--- config.mk ---
export PLATFORM = sky130hd
export DESIGN_NAME = rtc_display_scanner
export DESIGN_NICKNAME = d
export VERILOG_FILES = /design/src/rtl/rtc_display_scanner.sv
export SDC_FILE = /design/constraint.sdc
export NUM_CORES = 1
export LEC_CHECK = 0
export ABC_CLOCK_PERIOD_IN_PS = 7200
export CORE_ASPECT_RATIO = 1.4
export CORE_MARGIN = 3
export CORE_UTILIZATION = 40
export CTS_BUF_LIST = sky130_fd_sc_hd__clkbuf_4
export DETAILED_ROUTE_END_ITERATION = 8
export DONT_BUFFER_PORTS = 1
export SLEW_MARGIN = 15
export SYNTH_ARGS = -nofsm -noshare
export SYNTH_HDL_FRONTEND = slang
export SYNTH_SLANG_ARGS = --single-unit
--- constraint.sdc ---
create_clock -name clk -period 7.2 [get_ports clk]
set_input_delay 1.44 -clock clk [delete_from_list [all_inputs] [get_ports clk]]
set_output_delay 1.44 -clock clk [all_outputs]
set_load 0.01 [all_outputs]
--- src/rtl/rtc_display_scanner.sv ---
// rtl/rtc_display_scanner.sv - scans nine BCD RTC registers into a double-buffered 26-char ASCII line
// Shadow/display buffers hold raw BCD bytes; ASCII conversion and separators are applied on the read path.
module rtc_display_scanner #(
  parameter int READ_LAT = 1
) (
  input  logic       clk,
  input  logic       reset,
  input  logic       actualizar,
  output logic [3:0] ADDreadreg,
  input  logic [7:0] datamemoria,
  input  logic [4:0] char_addr,
  output logic [7:0] char_code,
  output logic       ocupado,
  output logic       listo
);

  typedef enum logic [2:0] {S_IDLE, S_ADDR, S_WAIT, S_CAPT, S_COMMIT} state_t;

  localparam int         WAIT_LAST_I = (READ_LAT >= 2) ? READ_LAT - 2 : 0;
  localparam logic [1:0] WAIT_LAST   = WAIT_LAST_I[1:0];

  state_t      state_q, state_d;
  logic [3:0]  idx_q, idx_d;
  logic [1:0]  wait_q, wait_d;
  logic [7:0]  shadow_q [9];
  logic [7:0]  shadow_d [9];
  logic [7:0]  disp_q [9];
  logic [7:0]  disp_d [9];
  logic [7:0]  char_code_q, char_code_d;

  logic [4:0]  grp, ofs;
  logic [3:0]  sel;
  logic [7:0]  sel_byte;

  function automatic logic [7:0] to_ascii(input logic [3:0] n);
    return (n <= 4'd9) ? (8'h30 + {4'h0, n}) : 8'h3F;
  endfunction

  always_ff @(posedge clk) begin
    if (reset) begin
      state_q     <= S_IDLE;
      idx_q       <= 4'd0;
      wait_q      <= 2'd0;
      char_code_q <= 8'h20;
      for (int i = 0; i < 9; i++) begin
        shadow_q[i] <= 8'h00;
        disp_q[i]   <= 8'h00;
      end
    end else begin
      state_q     <= state_d;
      idx_q       <= idx_d;
      wait_q      <= wait_d;
      char_code_q <= char_code_d;
      for (int i = 0; i < 9; i++) begin
        shadow_q[i] <= shadow_d[i];
        disp_q[i]   <= disp_d[i];
      end
    end
  end

  // Each register window is READ_LAT+1 cycles; with zero latency ADDR collapses into CAPT.
  always_comb begin
    state_d    = state_q;
    idx_d      = idx_q;
    wait_d     = wait_q;
    shadow_d   = shadow_q;
    disp_d     = disp_q;
    ADDreadreg = 4'd0;
    ocupado    = 1'b0;
    listo      = 1'b0;
    case (state_q)
      S_IDLE: begin
        if (actualizar) begin
          idx_d   = 4'd0;
          state_d = (READ_LAT == 0) ? S_CAPT : S_ADDR;
        end
      end
      S_ADDR: begin
        ADDreadreg = idx_q;
        ocupado    = 1'b1;
        wait_d     = 2'd0;
        state_d    = (READ_LAT >= 2) ? S_WAIT : S_CAPT;
      end
      S_WAIT: begin
        ADDreadreg = idx_q;
        ocupado    = 1'b1;
        if (wait_q == WAIT_LAST) state_d = S_CAPT;
        else                     wait_d  = wait_q + 2'd1;
      end
      S_CAPT: begin
        ADDreadreg       = idx_q;
        ocupado          = 1'b1;
        shadow_d[idx_q]  = datamemoria;
        if (idx_q == 4'd8) begin
          state_d = S_COMMIT;
        end else begin
          idx_d   = idx_q + 4'd1;
          state_d = (READ_LAT == 0) ? S_CAPT : S_ADDR;
        end
      end
      S_COMMIT: begin
        listo   = 1'b1;
        disp_d  = shadow_q;
        idx_d   = 4'd0;
        state_d = S_IDLE;
      end
      default: state_d = S_IDLE;
    endcase
  end

  // Line is nine 3-char groups: tens, units, separator; groups ordered hour..sec, day..year, timer hour..sec.
  always_comb begin
    grp = char_addr / 5'd3;
    ofs = char_addr % 5'd3;
    case (grp)
      5'd0:    sel = 4'd2;
      5'd1:    sel = 4'd1;
      5'd2:    sel = 4'd0;
      5'd3:    sel = 4'd3;
      5'd4:    sel = 4'd4;
      5'd5:    sel = 4'd5;
      5'd6:    sel = 4'd8;
      5'd7:    sel = 4'd7;
      5'd8:    sel = 4'd6;
      default: sel = 4'd0;
    endcase
    sel_byte    = disp_q[sel];
    char_code_d = 8'h20;
    if (char_addr < 5'd26) begin
      if (ofs == 5'd0) begin
        char_code_d = to_ascii(sel_byte[7:4]);
      end else if (ofs == 5'd1) begin
        char_code_d = to_ascii(sel_byte[3:0]);
      end else begin
        case (char_addr)
          5'd2, 5'd5, 5'd20, 5'd23: char_code_d = 8'h3A;
          5'd11, 5'd14:             char_code_d = 8'h2F;
          default:                  char_code_d = 8'h20;
        endcase
      end
    end
  end

  assign char_code = char_code_q;

endmodule

# Word-level counts from Yosys, hierarchy flattened
# Memories as Yosys holds them, arrays and structs flattened.
# Cells that the tools add are included.
[word_totals]
register_bits = 161
rom_bits = 64
output_inout_bits = 14
latchBits = 0
elab_cells = 91
in_bits = 16
n_memories = 1
ram_bits = 0
[mem_list]
columns = ["memory", "depth", "word_bits", "rd", "rd_clocked_by_memory_dff", "wr", "line", "text"]
rows = [
  ["(name not given)", 16, 4, 1, 0, 0, "115", "case (grp)"],
]
[classes]
n_eq_ne = 16
n_lt_le_gt_ge = 6
shift = 0
n_div = 2
n_reduce_logical = 13
n_bitwise = 3
n_addsub = 4
multipliers = 0
n_mux = 24
[ops]
columns = ["operator", "n"]
rows = [
  ["bitwise mux 72 bit", 1],
  ["binary-select mux 8 bit (select 4 bit)", 1],
  ["demux 8 bit (select 4 bit)", 1],
  ["2-to-1 mux 7 bit", 4],
  ["2-to-1 mux 8 bit", 3],
  ["2-to-1 mux 4 bit", 4],
  ["adder 6 x 4 -> 7 bit (first input constant)", 2],
  ["one-hot mux 3 bit (4 select lines)", 1],
  ["one-hot mux 4 bit (3 select lines)", 1],
  ["== test 5 x 4 -> 1 bit (second input constant)", 2],
  ["== test 5 bit (second input constant)", 2],
  ["greater-or-equal comparator 5 bit (second input constant)", 2],
  ["inverter 4 -> 5 bit", 2],
  ["one-hot mux 5 bit (2 select lines)", 1],
  ["2-to-1 mux 3 bit", 3],
  ["less-or-equal comparator 4 bit (second input constant)", 2],
  ["!= test 2 bit (second input constant)", 4],
  ["== test 3 x 2 -> 1 bit (second input constant)", 2],
  ["divider 5 x 2 -> 5 bit (second input constant)", 1],
  ["== test 5 x 1 -> 1 bit (second input constant)", 1],
  ["== test 5 x 2 -> 1 bit (second input constant)", 1],
  ["== test 5 x 3 -> 1 bit (second input constant)", 1],
  ["logical NOT 5 bit", 1],
  ["< comparator 5 x 1 -> 1 bit (second input constant)", 1],
  ["21 further kinds", 24],
]

# Logic depth before layout (Yosys ltp)
# An unclocked memory read counts as a cell.
[depth]
word_depth = 11
ltp_mapped = 25
ltp_nobuf = 20

# Worst setup path before layout
# No wires, ideal clock.
[synth_path]
kind = "input port to flip-flop"
start = "input port char_addr[3]"
end = "register char_code_q[1], in the netlist char_code[1]"
slack_ns = 0.953
t_arrival_ns = 6.112
required_ns = 7.065
path_stages = 21
path_buffers = 4
setup_ns = 0.135
cell_sequence = "buf_2 clkbuf_1 ha_1 buf_4 nand2b_1 o21ai_0 nor2_1 a21oi_1 ha_1 or4b_4 a2111oi_4 inv_1 ha_1 mux2i_1 a22o_1 clkbuf_1 mux4_2 a222oi_1 o2111ai_2 a21oi_1 nor4_1"
[synth_between]
elab_chain_cells = 11
word_cells_on_any_way = 30
cone_classes = "2 x add/sub; 2 x div; 3 x order compare; 7 x eq/ne; 9 x mux; 2 x bitwise; 4 x reduce/logical; 1 x memory"
[synth_rtl]
columns = ["item", "line", "text"]
rows = [
  ["from (decl)", "11", "input logic [4:0] char_addr,"],
  ["divider 5 x 2 -> 5 bit", "113", "grp = char_addr / 5'd3;"],
  ["memory (16 x 4 bit)", "-", ""],
  ["2-to-1 mux 4 bit", "115", ""],
  ["inverter 4 -> 5 bit (implied by the code)", "127", "sel_byte = disp_q[sel];"],
  ["binary-select mux 8 bit (select 4 bit)", "127", ""],
  ["2-to-1 mux 8 bit (implied by the code) (2 in series)", "127", ""],
  ["adder 6 x 4 -> 7 bit / less-or-equal comparator 4 bit (equally long branches)", "36", "return (n <= 4'd9) ? (8'h30 + {4'h0, n}) : 8'h3F;"],
  ["2-to-1 mux 7 bit", "36", ""],
  ["2-to-1 mux 7 bit", "132", "end else if (ofs == 5'd1) begin"],
  ["2-to-1 mux 7 bit", "130", "if (ofs == 5'd0) begin"],
  ["to (signal assigned)", "53", "char_code_q <= char_code_d;"],
  ["to (decl)", "29", "logic [7:0] char_code_q, char_code_d;"],
]
# Parallel ways exist; a longest one is shown, timed or not. The select of a mux whose other input is x is not followed.
# A chain may end at the register's enable or synchronous reset.

# Worst setup path in the final report
[layout_path]
start = "input port char_addr[4]"
end = "register char_code_q[1], in the netlist char_code[1]"
# Same word-level chain as after synthesis.

==> results.md <==
- Status: complete, no violations
- Postcts setup bufs: 0
- Relative slew slack: 0.370
- Leak: 0.00248 uW
- Final hold violations: 0
- Fill cells: 1,875
- Placed standard-cell area: 0.00729 mm^2
- Largest family of logic cells by synthesized area: simple AND/OR/NAND/NOR gates
- Post-synthesis sequential area ratio: 0.439
- Maximum clock path buffer count: 2
- Unique cell type count in the Yosys netlist: 69
- Fraction of layout cells with a size suffix above 1: 0.0772
- Required @ worst endpoint: 7600 ps
- CTS Sinks: 158
- Flop-to-flop setup slack: 4810 ps
- CTS Buf Count: 17
- Pwr per Cell Area: 212 mW/mm^2
- CTS tree: built
- Finished Layout Cells: 1,105
- I/O pins: 30
- Multi-input gate area: 0.00369 mm^2
- RSZ-0062 raised after global routing: no
- Die height: 165 um
- GRT Residual Overflow: 0
- First-pass GRT wire length: 30,600 um
- Via count: 5,955
- Row count: 57
- Number of I/O port buffers: 0
- Detailed placement HPWL: 12,100 um
- Setup CP Type: in2reg
- Tcrit/Tclk final: 0.791
- Core area: 0.0175 mm^2
- Top cell type's share of synthesized area: 0.439
- Skew final: 20.6 ps
- Leading post-synthesis cells by cell area: dfxtp_1, nand2_1, a21oi_1
- Ys Warns: 0
- Die outline width: 119 um
- Period minus WS final: 5700 ps
- Top_reg_cell synth: dfxtp_1
- #FFs+latches synth: 158
- Post-synth EDFFs: 0
- Post-route cell area: 0.00756 mm^2
- Max Cap Viol: 0
- Least-Margin Pin Slew: 944 ps
- Clock slew at reported path FFs: 150 ps
- Post-route DRC: 0
- Compound-cell area share of the yosys netlist: 0.168
- 1st-iter DRT viols: 505
- FMAX: 176 MHz
- Crit-path max FO: 11
- Largest net degree at the start of global routing: 155
- Starting Density: 0.411
- Slew Limit Fails: 0
- FF/Latch Area: 0.00316 mm^2
- Via density: 5.39
- Antenna-violating nets left: 0
- Area leader, netlist: dfxtp_1
- Final setup violation count: 0
- Cell count after synthesis: 897
- Inst Count DP: 1,072
- Setup TNS: 0 ps
- DR pass1 iterations: 7
- DRT Wirelength: 19,200 um
- CP arrival: 6090 ps
- Adder-Cell Fraction of Synth Area: 0.0208
- Startpoint types: input port
- CTS resizes: 0
- Root Buffer: clkbuf_4
- CP endpoint kind: flip-flop
- Die area: 0.0197 mm^2
- Mux contribution to synthesized area: 0.0779
- Hold_ws: 435 ps
- Area grow syn2layout: 4.86%
- Post-synthesis average cell area: 8.04 um^2
- Placer Congestion: 0.829
- # H-tree levels: 4
- Ys async rst share: 0
- Vias in the first global route: 5,560
- Max IR drop VDD: 0.0993 mV
- Synth Area in Simple Gates: 0.229
- XOR/XNOR Fraction of Synth Area: 0.0121
- Layout Nets: 883
- GRT Util Overall: 0.197
- Routed WL per cell: 17.3 um
- Synth Cell Area: 0.00721 mm^2
- Initial antenna violation count: 1
- Worst-Skew Late Latency: 540 ps
- Hold crit path type: reg2reg
- Hold-fix buffers, CTS: 0
cell usage in the layout, fill, tap and decap left out, drive strengths merged, types with 3 or more instances in the layout:
master    synthesis  final
nand2           227    227
dfxtp           158    158
a21oi           150    150
nand3            67     67
nor2             40     40
mux2i            34     34
inv              18     23
clkbuf           51     18
nor3             15     15
ha               12     12
o21ai            11     11
buf              21     10
xnor2             7      7
mux4              7      7
nand2b            6      6
clkinv            0      5
and2              4      4
o21a              4      4
a22oi             4      4
mux2              4      4
a211oi            4      4
xor2              3      3
a21o              3      3
nor2b             3      3
and3              3      3
conb              2      3
clkinvlp          0      3
through the flow:
stage	total power, uW	setup slack, ps	utilization
2_1_floorplan	1090	953	-
3_3_place_gp	1100	1090	0.415
3_5_place_dp	1110	1000	0.415
4_1_cts	1610	1550	0.431
5_1_grt	1670	1110	0.431
6_report	1600	1500	0.431
synth_stat cells, types with 4 or more instances:
cell      count
dfxtp_1     158
o21a_1        4
and2_1        4
mux2i_1      34
inv_1        17
nand2_1     227
nor2_1       39
xnor2_1       7
buf_1         9
a22oi_1       4
nand3_1      67
buf_2         6
clkbuf_1     51
a21oi_1     150
nor3_1       14
ha_1         12
o21ai_0      10
buf_4         4
mux4_1        5
nand2b_1      6
worst paths after layout:
kind,cells after the start,endpoint,start
worst min register to register,2,disp_q[12]$_SDFFE_PP0P_,shadow_q[12]$_SDFFE_PP0P_
worst min-delay path,2,disp_q[12]$_SDFFE_PP0P_,shadow_q[12]$_SDFFE_PP0P_
worst max register to register,7,shadow_q[49]$_SDFFE_PP0P_,state_q[1]$_SDFFE_PP0P_
worst max-delay path,17,char_code[1]$_SDFF_PP0_,char_addr[4]
sequential cells by signal, indices dropped and copies added (netlist names):
register and flops:
disp_q 72, wait_q 2, idx_q 4, state_q 3
char_code 5, shadow_q 72
report_power, final:
part	total, uW	switching [uW]	internal (uW)
Clock	516	335	181
Combinational	192	116	75.2
Sequential	895	11.6	883
Total	1600	463	1140
final cells by class:
| type | instances | share of cell area |
|---|---|---|
| Multi-Input combinational cell | 650 | 0.488 |
| Timing Repair Buffer | 10 | 0.00993 |
| Inverter | 18 | 0.00894 |
| Clock inverter | 14 | 0.0177 |
| Clock buffer | 18 | 0.0179 |
| Antenna cell | 1 | 0.000331 |
| Tap cell | 236 | 0.0391 |
| Sequential cell | 158 | 0.418 |
cell families (layout without fill, tap and decap cells):
family / Yosys count / count (layout)
buffers and inverters: 90 / 60
AND/OR/NAND/NOR: 378 / 378
adder cells (fa/ha/maj): 12 / 12
flip-flops: 158 / 158
other: 2 / 4
XOR/XNOR: 10 / 10
AO/OA/AOI/OAI: 202 / 202
multiplexers: 45 / 45
routing by layer:
metal	vias to the layer above	routed length, um	track usage
met5	-	0	0
met4	0	438	0.0615
met3	26	748	0.0380
met2	119	9410	0.332
met1	2844	8560	0.255
li1	2966	-	-
critical path, stage by stage:
cell and delay [ps]:
ha_1 280, nand2b_1 220, o21ai_0 440, nor2_1 80
a21oi_1 140, ha_1 290, or4b_4 590, a2111oi_4 560
inv_1 90, ha_1 300, mux2i_1 130, a22o_1 190
mux4_2 500, a222oi_1 400, o2111ai_2 180, a21oi_1 190
nor4_1 60
Power figures use the tool's default switching activity.
